`src/rtl/branch_resolve_unit_pkg.sv`:
```
// ----------------------------------------------------------------------------
// branch_resolve_unit_pkg
// Shared definitions for the decode-stage branch resolver: datapath width,
// MIPS opcode / funct / REGIMM-rt field values for control transfers, and
// the delay-slot tracking state encoding.
// No ports (package).
// ----------------------------------------------------------------------------
package branch_resolve_unit_pkg;

    localparam int XLEN = 32;

    localparam logic [5:0] OP_SPECIAL = 6'b000000;
    localparam logic [5:0] OP_REGIMM  = 6'b000001;
    localparam logic [5:0] OP_J       = 6'b000010;
    localparam logic [5:0] OP_JAL     = 6'b000011;
    localparam logic [5:0] OP_BEQ     = 6'b000100;
    localparam logic [5:0] OP_BNE     = 6'b000101;
    localparam logic [5:0] OP_BLEZ    = 6'b000110;
    localparam logic [5:0] OP_BGTZ    = 6'b000111;

    localparam logic [5:0] FN_JR      = 6'b001000;
    localparam logic [5:0] FN_JALR    = 6'b001001;

    localparam logic [4:0] RT_BLTZ    = 5'b00000;
    localparam logic [4:0] RT_BGEZ    = 5'b00001;

    // IDLE: free to issue; HOLD: request issued, transfer still stalled in D;
    // SLOT: waiting for the delay-slot instruction to leave D.
    typedef enum logic [1:0] {
        IDLE = 2'b00,
        HOLD = 2'b01,
        SLOT = 2'b10
    } state_e;

endpackage

```
`src/rtl/branch_resolve_unit_target_calc.sv`:
```
// ----------------------------------------------------------------------------
// br_target_calc
// Purely combinational decode of a control transfer: recognises the
// instruction class, evaluates its condition on the forwarded operands and
// selects the redirect target.
// Ports:
//   instr    in  32  instruction in D
//   pc_plus4 in  32  PC of that instruction + 4
//   rd1      in  32  forwarded rs value
//   rd2      in  32  forwarded rt value
//   is_xfer  out 1   a control transfer is decoded
//   is_taken out 1   the decoded transfer is taken
//   is_link  out 1   JAL or JALR
//   target   out 32  target address of the decoded transfer
// ----------------------------------------------------------------------------
module br_target_calc
    import branch_resolve_unit_pkg::*;
#(
    parameter int unsigned EN_REGIMM = 1
) (
    input  logic [XLEN-1:0] instr,
    input  logic [XLEN-1:0] pc_plus4,
    input  logic [XLEN-1:0] rd1,
    input  logic [XLEN-1:0] rd2,
    output logic            is_xfer,
    output logic            is_taken,
    output logic            is_link,
    output logic [XLEN-1:0] target
);

    logic [5:0]      opcode;
    logic [5:0]      funct;
    logic [4:0]      rt_field;
    logic [XLEN-1:0] br_tgt;
    logic [XLEN-1:0] jmp_tgt;
    logic            rs_neg;
    logic            rs_zero;

    assign opcode   = instr[31:26];
    assign funct    = instr[5:0];
    assign rt_field = instr[20:16];
    assign br_tgt   = pc_plus4 + {{14{instr[15]}}, instr[15:0], 2'b00};
    assign jmp_tgt  = {pc_plus4[31:28], instr[25:0], 2'b00};
    assign rs_neg   = rd1[XLEN-1];
    assign rs_zero  = (rd1 == '0);

    // Class decode and condition evaluation. Signed tests reduce to the
    // sign bit plus a zero check. REGIMM encodings other than BLTZ/BGEZ
    // (e.g. the linking variants) are treated as ordinary instructions.
    always_comb begin
        is_xfer  = 1'b0;
        is_taken = 1'b0;
        is_link  = 1'b0;
        target   = br_tgt;
        case (opcode)
            OP_BEQ: begin
                is_xfer  = 1'b1;
                is_taken = (rd1 == rd2);
            end
            OP_BNE: begin
                is_xfer  = 1'b1;
                is_taken = (rd1 != rd2);
            end
            OP_BLEZ: begin
                is_xfer  = 1'b1;
                is_taken = rs_neg | rs_zero;
            end
            OP_BGTZ: begin
                is_xfer  = 1'b1;
                is_taken = ~rs_neg & ~rs_zero;
            end
            OP_REGIMM: begin
                if (EN_REGIMM != 0) begin
                    if (rt_field == RT_BLTZ) begin
                        is_xfer  = 1'b1;
                        is_taken = rs_neg;
                    end else if (rt_field == RT_BGEZ) begin
                        is_xfer  = 1'b1;
                        is_taken = ~rs_neg;
                    end
                end
            end
            OP_J, OP_JAL: begin
                is_xfer  = 1'b1;
                is_taken = 1'b1;
                is_link  = (opcode == OP_JAL);
                target   = jmp_tgt;
            end
            OP_SPECIAL: begin
                if (funct == FN_JR || funct == FN_JALR) begin
                    is_xfer  = 1'b1;
                    is_taken = 1'b1;
                    is_link  = (funct == FN_JALR);
                    target   = rd1;
                end
            end
            default: begin
                is_xfer = 1'b0;
            end
        endcase
    end

endmodule

```
`src/rtl/branch_resolve_unit.sv`:
```
// ----------------------------------------------------------------------------
// branch_resolve_unit
// Decode-stage control-transfer resolver feeding the PC stage redirect
// interface. Issues one IsJBrD pulse per taken transfer even across decode
// stalls, tracks the architectural delay slot, flags transfers found in the
// slot, and counts retired / taken transfers.
// Ports:
//   clk       in  1      clock, rising edge
//   rst       in  1      synchronous active-low reset
//   ValidD    in  1      D instruction valid
//   StallD    in  1      D holds its instruction
//   InstrD    in  32     instruction in D
//   PCPlus4D  in  32     PC + 4 of D instruction
//   RD1D      in  32     forwarded rs
//   RD2D      in  32     forwarded rt
//   IsJBrD    out 1      redirect request
//   NPCD      out 32     redirect target
//   LinkD     out 1      JAL/JALR in D
//   InSlotD   out 1      D instruction is a delay slot
//   BrErrD    out 1      transfer decoded in a delay slot
//   BrCnt     out CNT_W  transfers retired from D
//   TakenCnt  out CNT_W  taken transfers retired from D
// ----------------------------------------------------------------------------
module branch_resolve_unit
    import branch_resolve_unit_pkg::*;
#(
    parameter int          CNT_W     = 16,
    parameter int unsigned EN_REGIMM = 1
) (
    input  logic             clk,
    input  logic             rst,
    input  logic             ValidD,
    input  logic             StallD,
    input  logic [XLEN-1:0]  InstrD,
    input  logic [XLEN-1:0]  PCPlus4D,
    input  logic [XLEN-1:0]  RD1D,
    input  logic [XLEN-1:0]  RD2D,
    output logic             IsJBrD,
    output logic [XLEN-1:0]  NPCD,
    output logic             LinkD,
    output logic             InSlotD,
    output logic             BrErrD,
    output logic [CNT_W-1:0] BrCnt,
    output logic [CNT_W-1:0] TakenCnt
);

    state_e           state_q, state_d;
    logic [CNT_W-1:0] br_cnt_q, br_cnt_d;
    logic [CNT_W-1:0] taken_cnt_q, taken_cnt_d;

    logic            is_xfer;
    logic            is_taken;
    logic            is_link;
    logic [XLEN-1:0] target;
    logic            take;
    logic            retire;
    logic            active;

    br_target_calc #(
        .EN_REGIMM (EN_REGIMM)
    ) u_calc (
        .instr    (InstrD),
        .pc_plus4 (PCPlus4D),
        .rd1      (RD1D),
        .rd2      (RD2D),
        .is_xfer  (is_xfer),
        .is_taken (is_taken),
        .is_link  (is_link),
        .target   (target)
    );

    // The request may only fire from IDLE, so a stalled transfer cannot
    // re-issue while it sits in HOLD and a transfer in the slot is suppressed.
    // Every output is held inactive while reset is asserted.
    assign take    = rst & ValidD & is_taken & (state_q == IDLE);
    assign active  = rst & ValidD & ~StallD;
    assign retire  = active & is_xfer & (state_q != SLOT);

    assign IsJBrD  = take;
    assign NPCD    = (rst && is_taken) ? target : PCPlus4D;
    // Only the redirect request may be high during a stall.
    assign LinkD   = active & is_link;
    assign InSlotD = active & (state_q == SLOT);
    assign BrErrD  = InSlotD & is_xfer;

    assign BrCnt    = br_cnt_q;
    assign TakenCnt = taken_cnt_q;

    // Delay-slot tracking. Only taken transfers enter the slot; bubbles
    // and stalled cycles leave SLOT pending until a real instruction retires.
    always_comb begin
        state_d = state_q;
        case (state_q)
            IDLE: begin
                if (take) begin
                    state_d = StallD ? HOLD : SLOT;
                end
            end
            HOLD: begin
                if (!StallD) begin
                    state_d = SLOT;
                end
            end
            SLOT: begin
                if (ValidD && !StallD) begin
                    state_d = IDLE;
                end
            end
            default: begin
                state_d = IDLE;
            end
        endcase
    end

    // Statistics counters advance when a transfer leaves D, wrapping freely.
    always_comb begin
        br_cnt_d    = br_cnt_q;
        taken_cnt_d = taken_cnt_q;
        if (retire) begin
            br_cnt_d = br_cnt_q + CNT_W'(1);
            if (is_taken) begin
                taken_cnt_d = taken_cnt_q + CNT_W'(1);
            end
        end
    end

    // State and counter registers with synchronous active-low reset.
    always_ff @(posedge clk) begin
        if (!rst) begin
            state_q     <= IDLE;
            br_cnt_q    <= '0;
            taken_cnt_q <= '0;
        end else begin
            state_q     <= state_d;
            br_cnt_q    <= br_cnt_d;
            taken_cnt_q <= taken_cnt_d;
        end
    end

endmodule

```
`config.mk`:
```
export PLATFORM = sky130hd
export DESIGN_NAME = branch_resolve_unit
export DESIGN_NICKNAME = d
export VERILOG_FILES = /design/src/rtl/branch_resolve_unit_pkg.sv /design/src/rtl/branch_resolve_unit_target_calc.sv /design/src/rtl/branch_resolve_unit.sv
export SDC_FILE = /design/constraint.sdc
export NUM_CORES = 1
export LEC_CHECK = 0
export BUFFER_PORTS_ARGS = -buffer_cell sky130_fd_sc_hd__buf_2
export CAP_MARGIN = 10
export CORE_ASPECT_RATIO = 0.75
export CORE_MARGIN = 10
export CORE_UTILIZATION = 40
export CTS_CLUSTER_DIAMETER = 60
export DETAILED_ROUTE_END_ITERATION = 10
export PLACE_DENSITY_LB_ADDON = 0.12
export SYNTH_ARGS = -nofsm -noshare
export SYNTH_HDL_FRONTEND = slang
export SYNTH_SLANG_ARGS = --single-unit
```
`constraint.sdc`:
```
create_clock -name clk -period 3.7 [get_ports clk]
set_input_delay 0.185 -clock clk [delete_from_list [all_inputs] [get_ports clk]]
set_output_delay 0.185 -clock clk [all_outputs]
set_load 0.05 [all_outputs]
```
==> results of run 1 <==
[final cells by class]
class                      count  area, um^2
timing repair buffer         211        1086
clock inverter                 2       60.06
inverter                      11       41.29
sequential                    34       680.7
multi-input combinational    532        3565
fill                        1081        5069
antenna                        1       2.502
clock buffer                   6       138.9
tap                          140       175.2
[cell usage after synthesis (6+ instances only)]
| master | count | share of area [%] |
|---|---|---|
| xor2_1 | 25 | 5.0 |
| nor3_1 | 9 | 1.0 |
| dfxtp_1 | 34 | 15 |
| and3_1 | 10 | 1.4 |
| a221oi_1 | 6 | 1.2 |
| a21oi_1 | 36 | 4.1 |
| nor4_1 | 12 | 1.7 |
| nand3_1 | 11 | 1.3 |
| nor2_1 | 59 | 5.0 |
| o21ai_0 | 43 | 4.9 |
| ha_1 | 31 | 8.8 |
| nand2_1 | 76 | 6.5 |
| inv_1 | 11 | 0.94 |
| and2_1 | 6 | 0.85 |
| a222oi_1 | 17 | 3.9 |
| xnor2_1 | 52 | 10 |
| nand4_1 | 21 | 3.0 |
| nand2b_1 | 11 | 1.6 |
| clkbuf_1 | 25 | 2.1 |
| a21o_1 | 14 | 2.4 |
[power by group]
| group | total [mW] | leakage (nW) | internal, mW | switching (mW) |
|---|---|---|---|---|
| combinational | 0.704 | 2.28 | 0.280 | 0.424 |
| clock | 0.566 | 0.0971 | 0.404 | 0.161 |
| sequential | 0.367 | 0.274 | 0.367 | 0.000445 |
| total | 1.64 | 2.66 | 1.05 | 0.586 |
[state kept, by name, indices dropped and copies added, names as in the netlist]
| name | count |
|---|---|
| BrCnt | 16 |
| TakenCnt | 16 |
| state_q | 2 |
[layer usage]
layer / vias to the layer above / part of all wire (%) / GRT usage (%)
li1: 2651 / - / -
met1: 2615 / 47 / 31.57
met2: 252 / 44 / 34.43
met3: 18 / 8.6 / 5.608
met4: 0 / 0.88 / 2.541
met5: - / 0 / 0
[cells in the final DEF, fill, tap and decap left out, drive strengths merged, types with 4 or more instances in the layout]
cell / netlist / routed
nand2: 76 / 76
clkbuf: 25 / 6
nor3: 9 / 9
nand3: 11 / 11
ha: 31 / 31
o21a: 5 / 5
a222oi: 17 / 17
o211ai: 6 / 6
nor2: 59 / 59
buf: 3 / 211
a21oi: 36 / 36
o31ai: 4 / 4
nor4: 12 / 12
dfxtp: 34 / 34
xnor2: 52 / 52
a221oi: 6 / 6
or3: 5 / 5
a22oi: 5 / 5
a21boi: 4 / 4
and3: 10 / 10
nand2b: 11 / 11
and2: 6 / 6
o21ai: 43 / 43
nand4: 21 / 21
inv: 11 / 11
nor2b: 4 / 4
or4: 4 / 4
a21o: 14 / 14
xor2: 25 / 25
mux2i: 5 / 5
[worst paths after layout]
| path | from | end | slack (ns) | cells after the start |
|---|---|---|---|---|
| worst max-delay path | InstrD[0] | NPCD[28] | 0.23 | 14 |
| worst max register to register | state_q[0]$_SDFFE_PN0P_ | TakenCnt[13]$_SDFFE_PN0P_ | 1.59 | 5 |
| worst min register to register | TakenCnt[15]$_SDFFE_PN0P_ | TakenCnt[15]$_SDFFE_PN0P_ | 0.47 | 2 |
| worst min-delay path | StallD | state_q[0]$_SDFFE_PN0P_ | 0.17 | 3 |
[cells by family (layout without fill, tap and decap cells)]
kind of cell / count (synthesis) / in the layout / share of synthesized area, %
AND/OR/NAND/NOR: 240 / 240 / 26.59
AO/OA/AOI/OAI: 177 / 177 / 28.50
XOR/XNOR: 77 / 77 / 15.35
buffers and inverters: 39 / 230 / 3.388
flip-flops: 34 / 34 / 15.49
adder cells (fa/ha/maj): 32 / 32 / 9.282
multiplexers: 6 / 6 / 1.395
other: 0 / 1 / 0
[worst max-delay path: cells and delay by family]
| kind | cells | cell delay, ns |
|---|---|---|
| AO/OA/AOI/OAI | 7 | 1.74 |
| adder cells (fa/ha/maj) | 2 | 0.61 |
| buffers and inverters | 3 | 0.38 |
| AND/OR/NAND/NOR | 1 | 0.19 |
| XOR/XNOR | 1 | 0.17 |
==> summary.md, run 1 <==
| Metric | Value |
|---|---|
| Type of the tightest min-delay check | `in2reg` |
| Share of the yosys chip area belonging to registers | `15.49%` |
| CTS Buf Count | `5` |
| Sink Count | `34` |
| Initial antenna violation count | `1` |
| Arr. time, crit path | `3.29 ns` |
| Critical path class | `in2out` |
| Ports | `200` |
| HPWL after DPL | `15680 um` |
| Core Footprint | `10820 um^2` |
| CTS root buf | `clkbuf_16` |
| Largest net degree at the start of global routing | `31` |
| Synth Register Bits | `34` |
| Initial Utilization | `40.62%` |
| CP max stage cell | `fa_1` |
| Wire per inst | `20.01 um` |
| First-pass GRT wire length | `29370 um` |
| Primary FF master, synth | `dfxtp_1` |
| Setup Buffers After CTS | `0` |
| Worst hold slack | `0.1701 ns` |
| Most frequent CP cell | `buf_2` |
| Die area | `15620 um^2` |
| Post-CTS sizing | `0` |
| Clock skew | `0.005739 ns` |
| Initial drt markers | `461` |
| Gp weighted congestion | `1.034` |
| Final Slew Violations | `0` |
| Power per cell area | `284.7 nW/um^2` |
| Die Wd | `141.0 um` |
| Worst path cell trace | `buf_2 -> ha_1 -> inv_1 -> fa_1 -> nand2b_1 -> a21oi_1 -> o41a_1 -> a31oi_4 -> o31ai_1 -> o31a_1 -> a311oi_2 -> xnor2_1 -> a221o_1 -> buf_2` |
| Max Freq | `288.2 MHz` |
| Vias in the first global route | `5431` |
| Post-layout instance area | `5749 um^2` |
| Final ANT Viol Nets | `0` |
| Total power draw | `1.637 mW` |
| Lkg Pwr | `2.656 nW` |
| GRT Total Usage | `22.45%` |
| DRC | `0` |
| Setup TNS | `0 ns` |
| Min Tclk post-route | `3.470 ns` |
| Crit start category | `input pin` |
| Chip height | `110.8 um` |
| Final Non-Filler Cells | `937` |
| Worst-Margin Slew | `0.9105 ns` |
| Pre-CTS setup slack | `0.2691 ns` |
| Fin util | `53.15%` |
| CP max FO | `5` |
| Clk buf depth | `2` |
| Clk_lat worst skew | `0.28 ns` |
| Clock transition at path regs | `0.05 ns` |
| Final nets | `959` |
| Avg Vias per Cell | `5.908` |
| Share of layout cells above drive strength 1 | `28.39%` |
| Gr ovfl total | `0` |
| TritonCTS clock tree | `built` |
| Num rows | `33` |
| RSZ-0062 raised after global routing | `false` |
| EDFF count, synth | `0` |
| Synth Cell Area | `4394 um^2` |
| DR pass1 iterations | `8` |
| Synth warnings | `0` |
| Dpl cells | `928` |
| Post-CTS Hold Buffers | `0` |
| Relative slew margins | `38.89%` |
| Period Utilization, post-route | `93.79%` |
| Area after DPL | `5548 um^2` |
| Synthesized net count | `769` |
| Cell count after synthesis | `605` |
| Post-synth ARST share | `0%` |
| Worst path max stage delay | `0.41 ns` |
| Buffers added on ports | `199` |
| CP Capture Type | `output pin` |
| Synth Area per Inst | `7.263 um^2` |
| Peak supply drop | `0.2365 mV` |
| Synth unique cells | `63` |
| Layout area overhead | `30.84%` |
| H-tree depth | `2` |
| Final hold violation count | `0` |
| Status | `complete, no violations` |
| Vias | `5536` |
| Max cap viols | `0` |
| Fin worst setup slack | `0.2298 ns` |
| Critical path data required time | `3.51 ns` |
| Final Setup Violations | `0` |
| WL final | `18750 um` |
(Power assumes the default switching activity.)
==> inputs of run 2 (changes only) <==
--- a/config.mk
+++ b/config.mk
@@ -7,7 +7,6 @@
 export LEC_CHECK = 0
 export BUFFER_PORTS_ARGS = -buffer_cell sky130_fd_sc_hd__buf_2
 export CAP_MARGIN = 10
-export CORE_ASPECT_RATIO = 0.75
 export CORE_MARGIN = 10
 export CORE_UTILIZATION = 40
 export CTS_CLUSTER_DIAMETER = 60
==> summary.md, run 2 (synthesis results as in run 1) <==
| Metric | Value |
|---|---|
| Status | `complete, no violations` |
| Relative slew margins | `38.23%` |
| Die Wd | `124.8 um` |
| Fin worst setup slack | `0.2677 ns` |
| CTS Buf Count | `5` |
| Crit start category | `input pin` |
| Critical path data required time | `3.51 ns` |
| Clock transition at path regs | `0.08 ns` |
| Initial drt markers | `501` |
| Power per cell area | `241.3 nW/um^2` |
| HPWL after DPL | `15740 um` |
| First-pass GRT wire length | `29870 um` |
| Fin util | `52.38%` |
| Clock skew | `0.007076 ns` |
| Core Footprint | `10790 um^2` |
| DRC | `0` |
| Final Non-Filler Cells | `937` |
| Final Setup Violations | `0` |
| Lkg Pwr | `2.609 nW` |
| Num rows | `38` |
| Multi-input gate area | `3565 um^2` |
| Largest net degree at the start of global routing | `51` |
| Max Freq | `291.4 MHz` |
| CTS root buf | `clkbuf_8` |
| Post-CTS sizing | `0` |
| GRT Total Usage | `23.02%` |
| Fill cells | `1107` |
| Post-CTS Hold Buffers | `0` |
| Worst path max stage delay | `0.41 ns` |
| Layout area overhead | `28.64%` |
| Period Utilization, post-route | `92.76%` |
| Avg Vias per Cell | `5.920` |
| Peak supply drop | `0.1851 mV` |
| Arr. time, crit path | `3.25 ns` |
| Setup Buffers After CTS | `0` |
| Initial Utilization | `40.71%` |
| Most frequent CP cell | `buf_2` |
| Final hold violation count | `0` |
| Pre-CTS setup slack | `0.2943 ns` |
| CP max stage cell | `o31ai_1` |
| Sink Count | `34` |
| Worst-Margin Slew | `0.9255 ns` |
| Post-layout instance area | `5653 um^2` |
| Critical path class | `in2out` |
| Min Tclk post-route | `3.432 ns` |
| Vias in the first global route | `5496` |
| TritonCTS clock tree | `built` |
| Setup TNS | `0 ns` |
| Commonest non-fill, non-tap cell in the layout | `buf_2` |
| RSZ-0062 raised after global routing | `false` |
| Max cap viols | `0` |
| Final Slew Violations | `0` |
| Dpl cells | `927` |
| CP max FO | `5` |
| DR pass1 iterations | `9` |
| Ports | `200` |
| Final ANT Viol Nets | `0` |
| CP Capture Type | `output pin` |
| Commonest cells after routing, fill and taps aside | `buf_2 (199), nand2_1 (76), nor2_1 (59), xnor2_1 (52), o21ai_0 (42)` |
| Buffers added on ports | `199` |
| Clk_lat worst skew | `0.29 ns` |
| Wire per inst | `20.41 um` |
| Share of layout cells above drive strength 1 | `28.30%` |
| Gr ovfl total | `0` |
| Area after DPL | `5553 um^2` |
| Die area | `15580 um^2` |
| Initial antenna violation count | `2` |
| Vias | `5547` |
| WL final | `19120 um` |
| Storage element area | `680.7 um^2` |
| Gp weighted congestion | `0.9738` |
| H-tree depth | `2` |
| Worst path cell trace | `buf_2 -> ha_1 -> inv_1 -> fa_1 -> nand2b_1 -> a21oi_1 -> o41a_1 -> a31oi_4 -> o31ai_1 -> o31a_1 -> a311oi_2 -> xnor2_1 -> a221o_1 -> buf_2` |
| Type of the tightest min-delay check | `in2reg` |
| Chip height | `124.8 um` |
| Final nets | `958` |
| Clk buf depth | `2` |
run 2: area by class of cell:
class                   instances  share of cell area [%]
well taps                     140                   3.099
multi-input cells             532                   63.06
inverters                      11                  0.7304
diodes                          2                 0.08853
clock inverters                 2                  0.2213
repair buffers                210                   19.30
flip-flops and latches         34                   12.04
clock buffers                   6                   1.461
run 2: critical path: cells and delay by family:
kind | cells | cell delay [ns]
compound gates | 7 | 1.75
fa+ha+maj | 2 | 0.60
buf+inv | 3 | 0.39
simple gates | 1 | 0.18
xor+xnor | 1 | 0.15
run 2: power breakdown:
| part | internal [mW] | switching [mW] | total [mW] |
|---|---|---|---|
| sequential | 0.366 | 0.000489 | 0.366 |
| combinational | 0.280 | 0.421 | 0.701 |
| clock | 0.150 | 0.147 | 0.297 |
| total | 0.795 | 0.569 | 1.36 |
run 2: stage by stage:
stage	hold WS, ns	total power, mW
floorplan	0.3033	0.8369
global placement	0.4425	1.065
detailed placement	0.4676	1.066
CTS	0.1539	1.369
global route	0.1452	1.455
finish	0.1694	1.364
run 2: path summary, 6_finish.rpt:
kind / depth (start not counted) / slack [ns] / from / to
max reg2reg: 5 / 1.68 / state_q[0]$_SDFFE_PN0P_ / TakenCnt[15]$_SDFFE_PN0P_
min: 3 / 0.17 / StallD / state_q[0]$_SDFFE_PN0P_
min reg2reg: 2 / 0.49 / TakenCnt[15]$_SDFFE_PN0P_ / TakenCnt[15]$_SDFFE_PN0P_
max: 14 / 0.27 / InstrD[0] / NPCD[28]
run 2: per-layer routing:
layer / vias to the layer above / wire length [um] / track usage (%)
met1: 2594 / 8097 / 29.14
met3: 28 / 1652 / 6.468
met2: 261 / 8975 / 37.28
li1: 2664 / - / -
met4: 0 / 397 / 6.301
met5: - / 0 / 0
